$ cat src/rtl/cfg_reg_arbiter.sv
// Five-entry 8-bit configuration register bank with a boot loader and a
// two-port (A/B) arbitrated single-beat write path using req/ack handshakes.
module cfg_reg_arbiter #(
   parameter logic [7:0] DEF0       = 8'h00,
   parameter logic [7:0] DEF1       = 8'h00,
   parameter logic [7:0] DEF2       = 8'h00,
   parameter logic [7:0] DEF3       = 8'h00,
   parameter logic [7:0] DEF4       = 8'h00,
   parameter bit         FIXED_PRIO = 1'b0
) (
   input  logic       clk,
   input  logic       rst,
   input  logic       a_req,
   input  logic [6:0] a_addr,
   input  logic [7:0] a_data,
   output logic       a_ack,
   output logic       a_err,
   input  logic       b_req,
   input  logic [6:0] b_addr,
   input  logic [7:0] b_data,
   output logic       b_ack,
   output logic       b_err,
   output logic [7:0] reg0,
   output logic [7:0] reg1,
   output logic [7:0] reg2,
   output logic [7:0] reg3,
   output logic [7:0] reg4,
   output logic       upd_valid,
   output logic [2:0] upd_addr,
   output logic       busy
);

   typedef enum logic [1:0] {BOOT, IDLE, WRITE} state_t;

   state_t     state;
   logic [2:0] boot_idx;
   logic       last_b;
   logic       lat_b;
   logic [6:0] lat_addr;
   logic [7:0] lat_data;
   logic [7:0] bank [5];
   logic       grant_b;

   function automatic logic [7:0] boot_value(input logic [2:0] idx);
      case (idx)
         3'd0:    boot_value = DEF0;
         3'd1:    boot_value = DEF1;
         3'd2:    boot_value = DEF2;
         3'd3:    boot_value = DEF3;
         3'd4:    boot_value = DEF4;
         default: boot_value = 8'h00;
      endcase
   endfunction

   // On a tie, round-robin hands the grant to whichever port did not win last.
   always_comb begin
      grant_b = 1'b0;
      if (b_req && !a_req)
         grant_b = 1'b1;
      else if (a_req && b_req)
         grant_b = FIXED_PRIO ? 1'b0 : !last_b;
   end

   always_ff @(posedge clk) begin
      if (rst) begin
         state     <= BOOT;
         boot_idx  <= 3'd0;
         last_b    <= 1'b1;
         a_ack     <= 1'b0;
         a_err     <= 1'b0;
         b_ack     <= 1'b0;
         b_err     <= 1'b0;
         upd_valid <= 1'b0;
         upd_addr  <= 3'd0;
         busy      <= 1'b1;
         for (int i = 0; i < 5; i++)
            bank[i] <= 8'h00;
      end else begin
         a_ack     <= 1'b0;
         a_err     <= 1'b0;
         b_ack     <= 1'b0;
         b_err     <= 1'b0;
         upd_valid <= 1'b0;
         case (state)
            BOOT: begin
               bank[boot_idx] <= boot_value(boot_idx);
               upd_valid      <= 1'b1;
               upd_addr       <= boot_idx;
               if (boot_idx == 3'd4) begin
                  state <= IDLE;
                  busy  <= 1'b0;
               end else begin
                  boot_idx <= boot_idx + 3'd1;
               end
            end
            IDLE: begin
               if (a_req || b_req) begin
                  lat_b    <= grant_b;
                  lat_addr <= grant_b ? b_addr : a_addr;
                  lat_data <= grant_b ? b_data : a_data;
                  last_b   <= grant_b;
                  state    <= WRITE;
                  busy     <= 1'b1;
               end
            end
            WRITE: begin
               // Out-of-range addresses are acknowledged with err and write nothing.
               if (lat_addr <= 7'd4) begin
                  bank[lat_addr[2:0]] <= lat_data;
                  upd_valid           <= 1'b1;
                  upd_addr            <= lat_addr[2:0];
               end
               if (lat_b) begin
                  b_ack <= 1'b1;
                  b_err <= (lat_addr > 7'd4);
               end else begin
                  a_ack <= 1'b1;
                  a_err <= (lat_addr > 7'd4);
               end
               state <= IDLE;
               busy  <= 1'b0;
            end
            default: begin
               state    <= BOOT;
               boot_idx <= 3'd0;
               busy     <= 1'b1;
            end
         endcase
      end
   end

   assign reg0 = bank[0];
   assign reg1 = bank[1];
   assign reg2 = bank[2];
   assign reg3 = bank[3];
   assign reg4 = bank[4];

endmodule
$ cat config.mk
export PLATFORM = sky130hd
export DESIGN_NAME = cfg_reg_arbiter
export DESIGN_NICKNAME = d
export VERILOG_FILES = /design/src/rtl/cfg_reg_arbiter.sv
export SDC_FILE = /design/constraint.sdc
export NUM_CORES = 1
export LEC_CHECK = 0
export CORE_MARGIN = 10
export CORE_UTILIZATION = 52
export DETAILED_ROUTE_END_ITERATION = 16
export HOLD_SLACK_MARGIN = 0.05
export MAX_ROUTING_LAYER = met4
export PLACE_DENSITY = 0.9
export SLEW_MARGIN = 15
export SYNTH_ARGS = -nofsm -noshare
export SYNTH_HDL_FRONTEND = slang
export SYNTH_SLANG_ARGS = --single-unit
$ cat constraint.sdc
create_clock -name clk -period 4.23 [get_ports clk]
set_input_delay 0.6345 -clock clk [delete_from_list [all_inputs] [get_ports clk]]
set_output_delay 0.6345 -clock clk [all_outputs]
set_load 0.1 [all_outputs]
* Word-level counts from Yosys, hierarchy flattened
Memories as Yosys holds them, arrays and structs flattened.
Cells that the tools add are included.
** Word-level totals
- Memories kept :: 1
- RAM bits :: 40
- Register bits :: 31
- Input port bits :: 34
- Output and inout port bits :: 49
- Word-level logic and storage cells :: 80
** Cells by class
- Add/subtract/negate cells :: 1
- Bitwise logic cells :: 4
- Eq/ne operators :: 7
- Order comparisons :: 2
- Mux-type cells :: 34
- Reductions and logical operators :: 18
** Memories
- bank :: words 5, bits a word 8, rd ports 5, clocked after memory_dff 0, write ports 5, line 41 : logic [7:0] bank [5];
** Operator list (number)
- 8-bit two-way mux :: 5
- 1-bit two-way mux :: 17
- 8-bit OR reduction :: 2
- 3-bit two-way mux :: 4
- 3-bit case mux with 2 select lines :: 2
- 2-bit != test, second input constant :: 4
- 2-bit AND reduction :: 4
- 7-bit by 3-bit > comparator with 1-bit output, second input constant :: 1
- 7-bit by 3-bit <= comparator with 1-bit output, second input constant :: 1
- 7-bit two-way mux :: 1
- 2-bit case mux with 3 select lines :: 1
- 3-bit OR reduction :: 2
- 2-bit two-way mux :: 2
- 1-bit inverter :: 4
- 2-bit OR reduction :: 2
- 3-bit by 1-bit adder with 3-bit output, second input constant :: 1
- 3-bit == test, second input constant :: 1
- 1-bit case mux with 3 select lines :: 1
- 3-bit AND reduction :: 1
- 2-bit by 1-bit == test with 1-bit output, second input constant :: 1
- 2-bit == test, second input constant :: 1
- 1-bit logical AND :: 2
- 1-bit zero test :: 2
- 2-bit zero test :: 1
- other kinds (3) :: 3

* Longest topological paths before layout
- Word-level depth :: 7
- Mapped depth :: 7

* Worst setup path after synthesis
Ideal clock, no wire load.
- Path kind :: input port to flip-flop
- Start point :: in rst
- End point :: reg lat_addr[0] (enable)
- Setup time :: 0.413 ns
- Arrival time :: 2.099 ns
- Stages :: 2
- Data required time :: 3.817 ns
- Path slack :: 1.718 ns
- Path through :: clkbuf_1 > nor3b_1
** On the way
- Cells in the longest elaborated chain, start to end :: 2
** Ends and longest elaborated chain
- start: declaration :: line 12 : input logic rst,
- 1-bit inverter (no source line)
- 3-bit AND reduction (no source line)
- end signal: assignment :: line 99 : lat_addr <= grant_b ? b_addr : a_addr;
- end: declaration :: line 39 : logic [6:0] lat_addr;
No other way between the ends.
A chain may end at the register's enable or synchronous reset.

==> flow_summary_export.csv <==
group,metric,value,unit
status,status,"finished clean",
power,p_switching,1.28,mW
sta,fmax,363,MHz
yosys,synth_edf_count,56,
sta,hold_viol_final,0,
worst_setup_path,worstSetupStartpointType,"input pin",
yosys,syn_nets,255,
clock_network,cts.sinks,71,
routing,ant_nets,0,
placement,dp_hpwl,5020,µm
yosys,synth-main-ff-cell,"edfxtp_1",
clock_network,htreeDepth,3,
worst_setup_path,rr_worst_depth,3,
layout,diodes,0,
worst_setup_path,crit_cells,4,
power,clockPowerShare,0.185,
layout,final_nets,343,
clock_network,cts_made_buffers,9,
worst_setup_path,cpPeakStageDelay,0.72,ns
power,p_int,1.49,mW
worst_setup_path,rr_endpoint,"bank[3][3]$_SDFFCE_PN0P_",
power,p_seq_frac,0.352,
worst_setup_path,crit_slowest_cell,"clkdlybuf4s50_1",
global_routing,grt_pass1_vias,2086,
routing,routed_wl,6510,µm
worst_setup_path,crit_type,"input pin to flip-flop",
yosys,yosysSeqAreaShare,0.648,
worst_setup_path,r2r_slack,1.82,ns
routing,viasPerCell,5.47,
sta,post-route-min-period,2.75,ns
clock_network,clockBufferDepth,2,
yosys,syn_area_per_cell,14.2,µm²
worst_hold_path,worstHoldPathCells,1,
power,p_per_area,670,mW/mm²
routing,drc,0,
power,combPwrFrac,0.463,
yosys,async_flop_share,0,
yosys,ys_types,42,
worst_setup_path,cp_num_buf_inv,1,
sta,drv_slew,0,
layout,drive_gt1_frac,0.133,
global_routing,grt_pass1_wl,10500,µm
sta,rsz0062_at_grt,"no",
yosys,synth_seq_cells,71,
worst_hold_path,min_path_type,"flip-flop to flip-flop",
worst_setup_path,rr_startpoint,"lat_addr[2]$_DFFE_PP_",
sta,setup_viol,0,
yosys,synth_area_leaders,"edfxtp_1 (55%), dfxtp_1 (9.8%), and2_1 (8.6%)",
yosys,synth_top_area_share,0.550,
placement,gp_congestion,0.856,
sta,finClkSkew,0.00772,ns
clock_network,tritoncts,"built",
global_routing,grt_max_degree,17,
power,sw_frac_of_total,0.462,
placement,io_buffers,82,
worst_setup_path,worstPathArrival,2.76,ns
routing,wl_per_cell,17.1,µm
worst_setup_path,cp_max_fo,16,
floorplan,die_area,0.00935,mm²
worst_hold_path,hold_start,"busy$_SDFFE_PP1P_",
yosys,yosysWarnings,0,
sta,relSlewSlack,0.317,
global_routing,grt_antenna_before_repair,0,
clock_network,post_cts_buffers,0,
worst_hold_path,holdPathEnd,"busy$_SDFFE_PP1P_",
worst_setup_path,crit_path_end_kind,"flip-flop",
power,leakage,1.52,nW
floorplan,initial_utilization,0.545,
clock_network,clk_latency,0.35,ns
routing,drtIter0Drc,118,
yosys,synth_area,0.00306,mm²
clock_network,cts_resized,0,
worst_setup_path,cpLargestDelayFamily,"simple AND/OR/NAND/NOR gates",
routing,vias,2083,
run,max_cap_violations,0,
routing,first_pass_iters,4,
sta,fin_crit_sh,0.651,
floorplan,core,0.00561,mm²
floorplan,dieWidth,96.7,µm
global_routing,overflow,0,
yosys,synthesis.instances,216,
worst_setup_path,cp_cell_sequence,"clkdlybuf4s50_1, nand2b_1, nor4_4, a311o_1",
clock_network,path_clk_slew,0.07,ns
floorplan,fp.dieH,96.7,µm
yosys,netlist.top_cell.by_area,"edfxtp_1",
yosys,synthTopCellsByCount,"edfxtp_1 (56), and2_1 (42), mux2_2 (16)",
layout,synthToLayoutAreaGrowth,35.2,%
floorplan,io_pins,83,
sta,setup_tns,0,ns
worst_setup_path,required,4.24,ns
sta,worst_pin_slew,1.02,ns
power,p_total,2.77,mW
floorplan,std_cell_rows,27,
power,ir_drop,398,µV
global_routing,grt_usage,0.141,
yosys,yosysMostFrequentCell,"edfxtp_1",
clock_network,cts_hold_buf,0,
clock_network,root_buffer,"clkbuf_8",
-- cell usage in the layout, fill, tap and decap left out, drive strengths merged, types with 4 or more instances in the layout --
| cell type | n |
|---|---|
| clkdlybuf4s50 | 82 |
| edfxtp | 56 |
| and2 | 42 |
| mux2 | 16 |
| dfxtp | 15 |
| clkbuf | 10 |
| a21oi | 9 |
| inv | 8 |
| o21ai | 7 |
| nor2 | 5 |
| ha | 5 |
| nor4 | 5 |
| clkinv | 5 |
| nand3 | 4 |
-- metal layers --
metal | track usage | routed length [µm] | up-vias
met5 | - | 0 | -
met4 | 0.0812 | 181 | 0
met3 | 0.0348 | 413 | 17
met2 | 0.225 | 3190 | 98
met1 | 0.158 | 2710 | 986
li1 | - | - | 982
-- power by group through the flow --
stage	clock network [mW]	logic, mW	registers (mW)
6_report	0.512	1.28	0.974
5_1_grt	0.548	1.34	0.988
4_1_cts	0.518	1.29	0.975
3_5_place_dp	0	1.29	0.991
3_3_place_gp	0	1.28	0.985
2_1_floorplan	0	0.279	1.69
-- sequential cells by signal, indices dropped and copies added, names as in the netlist --
signal and cells:
bank 40, lat_data 8, lat_addr 7, boot_idx 3, upd_addr 3, state 2, a_ack 1, a_err 1
b_ack 1, b_err 1, busy 1, last_b 1, lat_b 1, upd_valid 1
-- area by class of cell --
class                           instances  area [µm²]
Clock inverter                          6        61.3
Multi-Input combinational cell        130        1010
Clock buffer                           10         128
Sequential cell                        71        1980
Tap cell                               72        90.1
Inverter                                8        30.0
Timing Repair Buffer                   84         836
Fill cell                             376        1470
-- worst reg2reg max path: cells and delay by family (launching register included) --
| kind | cells | cell delay [ns] |
|---|---|---|
| compound gates | 3 | 1.43 |
| flops | 1 | 0.65 |
-- kinds of logic (layout without fill, tap and decap cells) --
kind of cell | after synthesis | count (layout) | share of synthesized area
AOI/OAI and AO/OA | 35 | 35 | 0.0790
muxes | 18 | 18 | 0.0655
DFF | 71 | 71 | 0.648
adders and majority gates | 5 | 5 | 0.0205
buffers and inverters | 15 | 108 | 0.0237
and+or+nand+nor | 72 | 72 | 0.163
-- worst max path at each step --
| stage | from | endpoint | slack, ns |
|---|---|---|---|
| 2_1_floorplan | rst | lat_addr[0]$_DFFE_PP_ | 1.72 |
| 3_3_place_gp | rst | bank[3][0]$_SDFFCE_PN0P_ | 1.26 |
| 3_5_place_dp | rst | bank[4][1]$_SDFFCE_PN0P_ | 1.18 |
| 4_1_cts | rst | bank[3][3]$_SDFFCE_PN0P_ | 1.54 |
| 5_1_grt | rst | bank[3][2]$_SDFFCE_PN0P_ | 1.37 |
| 6_report | rst | bank[3][3]$_SDFFCE_PN0P_ | 1.48 |
-- metrics by stage --
stage | hold slack (ns) | worst slack, ns | utilization | area, µm² | std cells
2_1_floorplan | 0.428 | 1.72 | - | 3060 | 216
3_3_place_gp | 0.434 | 1.26 | 0.704 | 3950 | 365
3_5_place_dp | 0.449 | 1.18 | 0.704 | 3950 | 365
4_1_cts | 0.460 | 1.54 | 0.737 | 4140 | 381
5_1_grt | 0.481 | 1.37 | 0.737 | 4140 | 381
6_report | 0.457 | 1.48 | 0.737 | 4140 | 381
No activity file was read; power rests on OpenSTA's default activity.
